[src/rtl/mul_div_unit.sv]
// Iterative multiply/divide unit for the HI/LO path.
// Handles MULT, MULTU, DIV and DIVU on Width-bit operands, one bit per cycle.
// Multiply uses shift-add and divide uses restoring division, both on magnitudes.
// Sign correction is applied in a single FIXUP cycle before the result is written.
module mul_div_unit #(
    parameter int unsigned Width = 32
) (
    input  logic             clk_i,
    input  logic             rst_ni,
    input  logic             start_i,
    input  logic [1:0]       op_i,
    input  logic [Width-1:0] a_i,
    input  logic [Width-1:0] b_i,
    output logic             busy_o,
    output logic             done_o,
    output logic [Width-1:0] hi_o,
    output logic [Width-1:0] lo_o
);

    localparam int unsigned     CntW    = $clog2(Width + 1);
    localparam logic [CntW-1:0] CntLoad = CntW'(Width);

    typedef enum logic [1:0] {
        S_IDLE,
        S_CALC,
        S_FIXUP,
        S_DONE
    } state_t;

    state_t state, next_state;

    // Operation context latched on acceptance
    logic             is_div;
    logic             neg_a;
    logic             neg_b;
    logic [Width-1:0] a_mag;
    logic [Width-1:0] b_mag;
    logic [CntW-1:0]  cnt;

    // Working accumulator: {acc_hi, acc_lo} is the product or {remainder, quotient}
    logic [Width-1:0] acc_hi;
    logic [Width-1:0] acc_lo;

    logic             accept;
    logic             in_neg_a;
    logic             in_neg_b;
    logic [Width-1:0] in_a_mag;
    logic [Width-1:0] in_b_mag;

    logic [Width:0]   mul_sum;
    logic [Width-1:0] mul_hi_next;
    logic [Width-1:0] mul_lo_next;

    logic [Width:0]   div_shift;
    logic [Width+1:0] div_diff;
    logic             div_fits;
    logic [Width-1:0] div_hi_next;
    logic [Width-1:0] div_lo_next;
    logic             unused_div_bit;

    logic [2*Width-1:0] prod;
    logic [Width-1:0]   res_hi;
    logic [Width-1:0]   res_lo;

    // New work is accepted from IDLE or DONE only; start during CALC/FIXUP is dropped
    assign accept = start_i && ((state == S_IDLE) || (state == S_DONE));

    // Signed ops (op_i[0] == 0) work on magnitudes; the most negative value's
    // magnitude 2^(Width-1) still fits in Width unsigned bits.
    assign in_neg_a = ~op_i[0] & a_i[Width-1];
    assign in_neg_b = ~op_i[0] & b_i[Width-1];
    assign in_a_mag = in_neg_a ? -a_i : a_i;
    assign in_b_mag = in_neg_b ? -b_i : b_i;

    // One shift-add multiply step: conditionally add multiplicand to the upper half, shift right
    assign mul_sum     = {1'b0, acc_hi} + (acc_lo[0] ? {1'b0, a_mag} : '0);
    assign mul_hi_next = mul_sum[Width:1];
    assign mul_lo_next = {mul_sum[0], acc_lo[Width-1:1]};

    // One restoring divide step: shift in next dividend bit, keep the difference if no borrow
    assign div_shift      = {acc_hi, acc_lo[Width-1]};
    assign div_diff       = {1'b0, div_shift} - {2'b00, b_mag};
    assign div_fits       = ~div_diff[Width+1];
    assign div_hi_next    = div_fits ? div_diff[Width-1:0] : div_shift[Width-1:0];
    assign div_lo_next    = {acc_lo[Width-2:0], div_fits};
    assign unused_div_bit = div_diff[Width];

    assign prod = {acc_hi, acc_lo};

    // Sign correction and divide-by-zero override applied in FIXUP
    always_comb begin
        res_hi = acc_hi;
        res_lo = acc_lo;
        if (!is_div) begin
            {res_hi, res_lo} = (neg_a ^ neg_b) ? -prod : prod;
        end else if (b_mag == '0) begin
            // Rebuild the original dividend bit pattern from magnitude and sign
            res_hi = neg_a ? -a_mag : a_mag;
            res_lo = '1;
        end else begin
            res_lo = (neg_a ^ neg_b) ? -acc_lo : acc_lo;
            res_hi = neg_a ? -acc_hi : acc_hi;
        end
    end

    // State register
    always_ff @(posedge clk_i or negedge rst_ni) begin
        if (!rst_ni) begin
            state <= S_IDLE;
        end else begin
            state <= next_state;
        end
    end

    // Next-state and handshake outputs
    always_comb begin
        next_state = state;
        busy_o     = 1'b0;
        done_o     = 1'b0;
        case (state)
            S_IDLE: begin
                if (start_i) next_state = S_CALC;
            end
            S_CALC: begin
                busy_o = 1'b1;
                if (cnt == CntW'(1)) next_state = S_FIXUP;
            end
            S_FIXUP: begin
                busy_o     = 1'b1;
                next_state = S_DONE;
            end
            S_DONE: begin
                done_o     = 1'b1;
                next_state = start_i ? S_CALC : S_IDLE;
            end
            default: next_state = S_IDLE;
        endcase
    end

    // Datapath: operand latch, per-cycle iteration, and HI/LO write in FIXUP
    always_ff @(posedge clk_i or negedge rst_ni) begin
        if (!rst_ni) begin
            is_div <= 1'b0;
            neg_a  <= 1'b0;
            neg_b  <= 1'b0;
            a_mag  <= '0;
            b_mag  <= '0;
            cnt    <= '0;
            acc_hi <= '0;
            acc_lo <= '0;
            hi_o   <= '0;
            lo_o   <= '0;
        end else if (accept) begin
            is_div <= op_i[1];
            neg_a  <= in_neg_a;
            neg_b  <= in_neg_b;
            a_mag  <= in_a_mag;
            b_mag  <= in_b_mag;
            cnt    <= CntLoad;
            acc_hi <= '0;
            acc_lo <= op_i[1] ? in_a_mag : in_b_mag;
        end else if (state == S_CALC) begin
            cnt <= cnt - CntW'(1);
            if (is_div) begin
                acc_hi <= div_hi_next;
                acc_lo <= div_lo_next;
            end else begin
                acc_hi <= mul_hi_next;
                acc_lo <= mul_lo_next;
            end
        end else if (state == S_FIXUP) begin
            hi_o <= res_hi;
            lo_o <= res_lo;
        end
    end

endmodule

[config.mk]
export PLATFORM = sky130hd
export DESIGN_NAME = mul_div_unit
export DESIGN_NICKNAME = d
export VERILOG_FILES = /design/src/rtl/mul_div_unit.sv
export SDC_FILE = /design/constraint.sdc
export NUM_CORES = 1
export LEC_CHECK = 0
export ABC_AREA = 0
export CAP_MARGIN = 20
export CELL_PAD_IN_SITES_DETAIL_PLACEMENT = 1
export CELL_PAD_IN_SITES_GLOBAL_PLACEMENT = 1
export CORE_UTILIZATION = 41
export CTS_CLUSTER_DIAMETER = 200
export DETAILED_ROUTE_END_ITERATION = 7
export GPL_TIMING_DRIVEN = 0
export PLACE_DENSITY_LB_ADDON = 0.2
export SETUP_SLACK_MARGIN = 0.1
export SYNTH_ARGS = -nofsm -noshare
export SYNTH_HDL_FRONTEND = slang
export SYNTH_SLANG_ARGS = --single-unit
[constraint.sdc]
create_clock -name clk_i -period 3.32 [get_ports clk_i]
set_input_delay 0.664 -clock clk_i [delete_from_list [all_inputs] [get_ports clk_i]]
set_output_delay 0.664 -clock clk_i [all_outputs]
set_load 0.02 [all_outputs]
* Word level (Yosys, flattened, before mapping)
Cells that the tools add are included.
** Storage, ports and cells
- Register bits after elaboration :: 203
- Bits in latches :: 0
- RAM bits :: 0
- Bits in read-only memories :: 0
- Input port bits :: 69
- Output and inout port bits :: 66
- Logic and storage cells :: 68
- Memories :: 0
** Cells by class
- Add/sub/neg operators :: 9
- $mul :: 0
- Div/mod/pow operators :: 0
- Magnitude comparators :: 0
- Eq/ne operators :: 6
- Shift-type cells :: 0
- Multiplexer cells :: 27
- Bitwise operators :: 7
- Reductions and logical operators :: 8
** Operators with widths (count)
- $mux W32 :: 18
- $neg A32 Y32 :: 5
- $mux W64 :: 1
- $neg A64 Y64 :: 1
- $sub A33 B32 Y34 :: 1
- $add A32 B32 Y33 :: 1
- $logic_not A32 Y1 :: 1
- $mux W6 :: 2
- $pmux W2 S4 :: 1
- $eq A6 B1 Y1 const B :: 1
- $sub A6 B1 Y6 const B :: 1
- $eq A2 B2 Y1 const B :: 2
- $mux W2 :: 2
- $ne A2 B2 Y1 const B :: 2
- $not A1 Y1 :: 4
- $mux W1 :: 3
- $reduce_and A3 Y1 :: 1
- $and A1 B1 Y1 :: 2
- $eq A2 B1 Y1 const B :: 1
- $logic_not A2 Y1 :: 1
- $reduce_and A2 Y1 :: 1
- $reduce_bool A2 Y1 :: 1
- $reduce_or A2 Y1 :: 1
- $logic_and A1 B1 Y1 :: 1
- other kinds (2) :: 2

* Longest topological paths before layout
Gate-level depths: netlist of run 1.
- Depth after elaboration :: 5
- Mapped depth :: 16
- Mapped depth without buffers :: 15

* Worst setup path before layout of run 1
No wires, ideal clock.
- Path kind :: flip-flop to flip-flop
- From :: register acc_hi[18]
- To :: register acc_hi[13]
- Setup time :: 0.120 ns
- Data arrival time :: 3.018 ns
- Required time :: 3.200 ns
- Setup slack :: 0.182 ns
- Cell stages (with the launch flop) :: 11
- Path buffers :: 2
- Clock period less this slack :: 3.138 ns
- Cells stage by stage :: dfrtp_1 > ha_1 > clkbuf_1 > nand3_1 > o41ai_1 > a31oi_1 > o21ai_1 > buf_2 > mux2_2 > a21oi_1 > nor2_1
** Between the ends
- Word-level cells in the longest chain between the ends :: 5
** Ends and longest elaborated chain
- from (decl) :: line 41 : logic [Width-1:0] acc_hi;
- from (signal assigned) :: line 165 : acc_hi <= div_hi_next;
- from (signal assigned) :: line 168 : acc_hi <= mul_hi_next;
- $sub A33 B32 Y34 :: line 82 : assign div_diff = {1'b0, div_shift} - {2'b00, b_mag};
- $mux W32 :: line 84 : assign div_hi_next = div_fits ? div_diff[Width-1:0] : div_shift[Width-1:0];
- $mux W32 :: line 164 : if (is_div) begin
- $mux W32 :: line 162 : end else if (state == S_CALC) begin
- $mux W32 :: line 153 : end else if (accept) begin
Every way passes these cells. The select of a mux whose other input is x is not followed.
A chain may end at the register's enable or synchronous reset.

* Final worst setup path of run 1
- From :: register a_mag[17]
- To :: register hi_o[26]
** Between the ends
- Word-level cells in the longest chain between the ends :: 4
** Ends and longest elaborated chain
- from (decl) :: line 36 : logic [Width-1:0] a_mag;
- from (signal assigned) :: line 157 : a_mag <= in_a_mag;
- $neg A32 Y32 :: line 98 : res_hi = neg_a ? -a_mag : a_mag;
- $mux W32 :: line 98
- $mux W32 :: line 96 : end else if (b_mag == '0) begin
- $mux W32 :: line 94 : if (!is_div) begin
- to (signal assigned) :: line 172 : hi_o <= res_hi;
- to (decl) :: line 16 : output logic [Width-1:0] hi_o,
Every way passes these cells.

==> summary.txt, run 1 <==
Power and ir drop
  • Pwr dens: 1270 mW/mm2
  • Max VDD drop: 0.572 mV
  • Leak: 8.72 nW
  • Total power: 27.4 mW

Die
  • Boundary Pins: 135
  • Core area: 0.0408 mm2
  • Initial core utilization: 41.6%
  • Horiz. Die Dim: 206 um
  • Die area: 0.0423 mm2
  • # rows: 74
  • Die H: 206 um

Critical path
  • R2R Setup Slk: 30 ps
  • CP required: 3740 ps
  • Reg2reg end: hi_o[26]
  • Startpoint types: register
  • Critical path type: register to register
  • Nature of the critical path endpoint: register
  • Reg2Reg Depth: 9
  • Reg2reg start: a_mag[17]
  • Arr. time, crit path: 3710 ps
  • Crit path max fanout: 4

Placement
  • Port-buffer cells: 133
  • DP HPWL: 59700 um
  • Gpl congestion: 1.02
  • Setup WS pre-CTS: -1150 ps

Timing
  • Hold_ws: 115 ps
  • Peak Freq: 304 MHz
  • Unrepaired setup endpoints after global routing: true
  • Post-layout min period: 3290 ps
  • Rel. slew slack: 20.8%
  • # setup viols final: 0
  • Final worst-path cycle share: 99.2%
  • Setup ws final: 27.7 ps
  • Hold Vio Cnt, Final: 0
  • Skew final: 18.2 ps
  • Fin. max-slew vios: 0
  • Actual slew at the worst max-slew pin: 1190 ps

Global route
  • Global route overflow: 0
  • Largest net degree at the start of global routing: 115
  • Antenna violations before repair: 2
  • Vias in the first global route: 18700
  • First-pass GRT wire length: 116000 um
  • Gr usage total: 36.8%

Synthesis
  • Net Count, Synth: 2316
  • Synth cell types: 76
  • Synthesized area: 0.0170 mm2
  • Top FF cell, synth: dfrtp_1
  • Ys Warns: 0
  • Post-Syn Instances: 2169
  • #FFs+latches synth: 203
  • Register area share after synthesis: 29.9%
  • Async S/R FF share, synth: 100%
  • EDFF count, synth: 0
  • Syn Area/Cell: 7.84 um2

Clocking
  • Worst-path clk slew: 60 ps
  • Clk buf depth: 3
  • Clk Latency, worst-skew pair: 580 ps
  • H-Tree Depth: 1
  • Clk root buf: clkbuf_16
  • CTS sink cnt: 203
  • CTS Buf Count: 25
  • CTS tree: yes
  • Hold_buf cts: 0

Cells and area
  • Commonest non-fill, non-tap cell in the layout: nand2_1
  • Antenna Cells: 0
  • Synthesis-to-finish area growth: 27.2%
  • Final core occ: 53.0%
  • Layout cells sized above 1: 14.8%
  • Most frequent cells in the layout: 279 x nand2_1, 192 x o21ai_0, 187 x dfrtp_1
  • Nets: 2532

Drt
  • Via count: 18300
  • Routed Antenna Nets: 0
  • DRC Markers: 0
  • Vias per inst: 6.25
  • Iter 0 DRT Violations: 1404
  • 1st-pass router iterations: 5
  • Drt wl/cell: 26.8 um
  • Total Wirelength: 78700 um

Flow run
  • Maximum capacitance violations: 0

Hold path
  • Min-delay worst type: input pin to async pin

Status
  • Status: finished, final reports clean
area by class of cell:
type | instances | area, um2
fillers | 4899 | 19200
multi-input cells | 1746 | 12200
flip-flops and latches | 203 | 5100
repair buffers | 196 | 1850
clock buffers | 30 | 684
well taps | 532 | 666
plain buffers | 144 | 652
inverters | 69 | 275
clock inverters | 16 | 228
worst max-delay path: stages, from the launching register on:
cell	delay (ps)
dfrtp_2	470
or4_4	550
or4_4	440
or3_4	360
or3_4	370
o31ai_2	220
xor2_1	320
a21oi_2	130
a21oi_1	150
o21ai_0	120
synthesized netlist by cell type, types with 5 or more instances:
library cell    n  area [um2]
and2_1         39         244
and3_1         12        75.1
nor2b_1        12        75.1
nand2_1       281        1050
dfrtp_1       203        5080
xnor2_1       147        1290
nor3_1         45         225
a21oi_1       168         841
clkbuf_1      134         503
o41ai_1        15         131
nor4_1         25         156
or2_2           5        31.3
o31ai_1        31         233
a21o_1         39         293
a22o_1          6        52.6
nor2_1        174         653
buf_2           5        25.0
nand4_1         7        43.8
o2111ai_1      12         105
or3_1          13        81.3
or4_1          15         113
nand3_1        39         195
o211ai_1       52         390
o21ai_0       227        1140
o21a_1         10        75.1
inv_1          68         255
o22ai_1         6        37.5
a31oi_1        15        93.8
buf_1          10        37.5
nand2b_1       20         125
xor2_1         86         753
mux2i_1        53         531
o21ai_1         6        30.0
ha_1           76         951
mux2_2          7        78.8
a211oi_1       25         188
o221ai_1        5        43.8
layer usage:
metal  global-route usage [%]  up-vias  share of wire [%]
li1                         -     8131                  -
met1                     47.9     9180                 41
met2                     59.2      796                 46
met3                     4.88      236                6.9
met4                     19.5        2                6.1
met5                        0        -              0.017
where the power goes:
group,internal (mW),total (mW),switching (mW)
clock network,1.87,3.12,1.25
registers,3.69,5.43,1.74
logic,7.33,18.9,11.5
how the worst max path moves through the flow:
stage                      end  slack [ps]  cells past startpoint  startpoint
floorplan           acc_hi[13]         180                     10  acc_hi[18]
global placement      lo_o[10]       -7440                      1      rst_ni
detailed placement  acc_hi[17]       -1150                     11   b_mag[17]
CTS                   hi_o[27]         0.3                     10   a_mag[17]
global route        acc_hi[31]         -50                     13   acc_lo[0]
finish                hi_o[26]          30                      9   a_mag[17]
metrics by stage:
step	area (um2)	std cells	TNS [ps]
2_1_floorplan	17000	2169	0
3_3_place_gp	19000	2834	-1559790
3_5_place_dp	19000	2835	-59690
4_1_cts	20800	2917	0
5_1_grt	21600	2936	-86.0
6_report	21600	2936	0
sequential cells by signal, summed over array words and instances, names as in the netlist:
signal  flops
a_mag      32
acc_hi     32
acc_lo     32
b_mag      32
hi_o       32
lo_o       32
cnt         6
state       2
is_div      1
neg_a       1
neg_b       1
repair_timing:
| action | CTS | global route |
|---|---|---|
| gates cloned | 1 | 0 |
| endpoints found under the setup margin | 95 | 98 |
| pin swaps | 35 | 61 |
| endpoints found under the hold margin | 0 | 0 |
| setup buffers | 38 | 25 |
| resized for setup | 146 | 191 |
logic make-up (layout without fill, tap and decap cells):
logic type	Yosys count	count (layout)	synth area share, %
buffers and inverters	220	455	4.94
adders and majority gates	78	78	5.83
AOI/OAI and AO/OA	663	663	24.1
and+or+nand+nor	711	711	19.5
muxes	61	61	3.72
xor gates and xnor gates	233	233	12.0
DFF	203	203	29.9
No activity file was read; power rests on OpenSTA's default activity.
==> run 2: changes to the inputs <==
--- a/config.mk
+++ b/config.mk
@@ -7,3 +7,2 @@
 export LEC_CHECK = 0
-export ABC_AREA = 0
 export CAP_MARGIN = 20
==> constraint.sdc (replaced) <==
create_clock -name clk_i -period 3.32 [get_ports clk_i]
set_input_delay 0.498 -clock clk_i [delete_from_list [all_inputs] [get_ports clk_i]]
set_output_delay 0.498 -clock clk_i [all_outputs]
set_load 0.02 [all_outputs]
==> run 2 against run 1 <==
First-iteration DRC count fell by 0.21%. Clock skew up 2.1 ps. Flip-flop and latch count is the same. Largest power group unchanged. Clock power barely moved. Global-route usage down 0.083 points. Combinational power barely moved. Sequential share of layout area increased by 0.092 points.
==> summary.txt, run 2 (synthesis gave the netlist of run 1 again) <==
Clocking
  • Clk Latency, worst-skew pair: 580 ps
  • H-Tree Depth: 1
  • CTS tree: yes
  • CTS Buf Count: 25
  • Clk buf depth: 3
  • CTS sink cnt: 203
  • Clk root buf: clkbuf_16
  • Worst-path clk slew: 60 ps

Critical path
  • CP required: 3740 ps
  • Reg2Reg Depth: 9
  • Crit path max fanout: 4
  • Reg2reg end: hi_o[26]
  • Startpoint types: register
  • R2R Setup Slk: 50 ps
  • Arr. time, crit path: 3700 ps
  • Reg2reg start: a_mag[17]
  • Nature of the critical path endpoint: register
  • Critical path type: register to register

Placement
  • Post-Place Cells: 2835
  • Port-buffer cells: 133
  • DP HPWL: 59700 um
  • Gpl congestion: 1.02

Timing
  • # setup viols final: 0
  • Fin Setup TNS: 0 ps
  • Hold Vio Cnt, Final: 0
  • Actual slew at the worst max-slew pin: 1150 ps
  • Peak Freq: 305 MHz
  • Skew final: 20.3 ps
  • Final worst-path cycle share: 98.6%
  • Hold_ws: 467 ps
  • Unrepaired setup endpoints after global routing: true
  • Fin. max-slew vios: 0
  • Rel. slew slack: 23.1%
  • Post-layout min period: 3270 ps

Power and ir drop
  • Pwr dens: 1270 mW/mm2
  • Total power: 27.4 mW
  • Max VDD drop: 0.572 mV
  • Leak: 8.69 nW

Drt
  • Iter 0 DRT Violations: 1401
  • Drt wl/cell: 26.7 um
  • Total Wirelength: 78500 um
  • 1st-pass router iterations: 5
  • Wire length on met3: 5300 um
  • Routed met1 length: 32500 um
  • DR top layer: met4
  • Routed Antenna Nets: 0
  • DRC Markers: 0
  • Routed wl met2: 36300 um
  • Vias per inst: 6.24
  • Via count: 18300

Global route
  • First-pass GRT wire length: 116000 um
  • Global route overflow: 0
  • Gr usage total: 36.7%
  • Antenna violations before repair: 2
  • Largest net degree at the start of global routing: 115
  • Vias in the first global route: 18700

Die
  • Die H: 206 um
  • Horiz. Die Dim: 206 um
  • Boundary Pins: 135
  • Core area: 0.0408 mm2
  • Die area: 0.0423 mm2
  • # rows: 74
  • Initial core utilization: 41.6%

Flow run
  • Maximum capacitance violations: 0

Hold path
  • Worst hold stages: 2
  • Min-delay src: hi_o[13]
  • Hold path endpoint: hi_o[13]
  • Min-delay worst type: register to register

Cells and area
  • Final Non-Filler Cells: 2936
  • Most frequent cells in the layout: 279 x nand2_1, 194 x o21ai_0, 187 x dfrtp_1
  • Layout cells sized above 1: 14.3%
  • Synthesis-to-finish area growth: 26.7%
  • Nets: 2531
  • Commonest non-fill, non-tap cell in the layout: nand2_1
  • Filler cell count in the final layout: 4918

Status
  • Status: finished, final reports clean
run 2: worst max-delay path by stage:
stage	start	cells past startpoint	end
2_1_floorplan	acc_hi[18]	10	acc_hi[13]
3_3_place_gp	rst_ni	1	lo_o[10]
3_5_place_dp	b_mag[17]	11	acc_hi[17]
4_1_cts	a_mag[17]	10	hi_o[27]
5_1_grt	acc_lo[0]	13	acc_hi[31]
6_report	a_mag[17]	9	hi_o[26]
run 2: repair_timing:
item / 4_1_cts / 5_1_grt
cloned: 1 / 0
buffers inserted: 38 / 23
hold endpoints to repair: 13 / 0
hold buffers: 1 / 0
resized for setup: 144 / 177
setup endpoints to repair: 90 / 92
pin swaps: 34 / 59
run 2: report_power, final:
group	switching (mW)	total [mW]	internal, mW
logic	11.5	18.8	7.33
clock network	1.25	3.12	1.87
registers	1.75	5.43	3.69
total	14.5	27.4	12.9
run 2: per-layer routing:
| layer | vias up | global-route usage, % |
|---|---|---|
| li1 | 8141 | - |
| met2 | 742 | 59.1 |
| met5 | - | 0 |
| met4 | 0 | 19.5 |
| met1 | 9215 | 47.8 |
| met3 | 210 | 4.78 |
run 2: per-stage QoR:
stage          worst slack, ps  util [%]  cell area, um2
2_1_floorplan              182         -           17000
3_5_place_dp             -1150      46.6           19000
6_report                  46.0      52.7           21500
5_1_grt                  -47.3      52.7           21500
3_3_place_gp             -7280      46.5           19000
4_1_cts                  0.349      50.9           20800
run 2: area by class of cell:
| cell class | count | area, um2 | area share [%] |
|---|---|---|---|
| clock inverters | 16 | 228 | 1.06 |
| inverters | 69 | 275 | 1.28 |
| repair buffers | 195 | 1850 | 8.58 |
| multi-input cells | 1746 | 12100 | 56.1 |
| clock buffers | 30 | 684 | 3.18 |
| diodes | 1 | 2.50 | 0.0116 |
| well taps | 532 | 666 | 3.09 |
| plain buffers | 144 | 647 | 3.00 |
| flip-flops and latches | 203 | 5100 | 23.7 |
run 2: critical path, stage by stage (launching register included):
cell	delay, ps
dfrtp_2	470
or4_4	560
or4_4	440
or3_4	360
or3_4	370
o31ai_2	220
xor2_1	310
a21oi_2	120
a21oi_1	140
o21ai_0	120
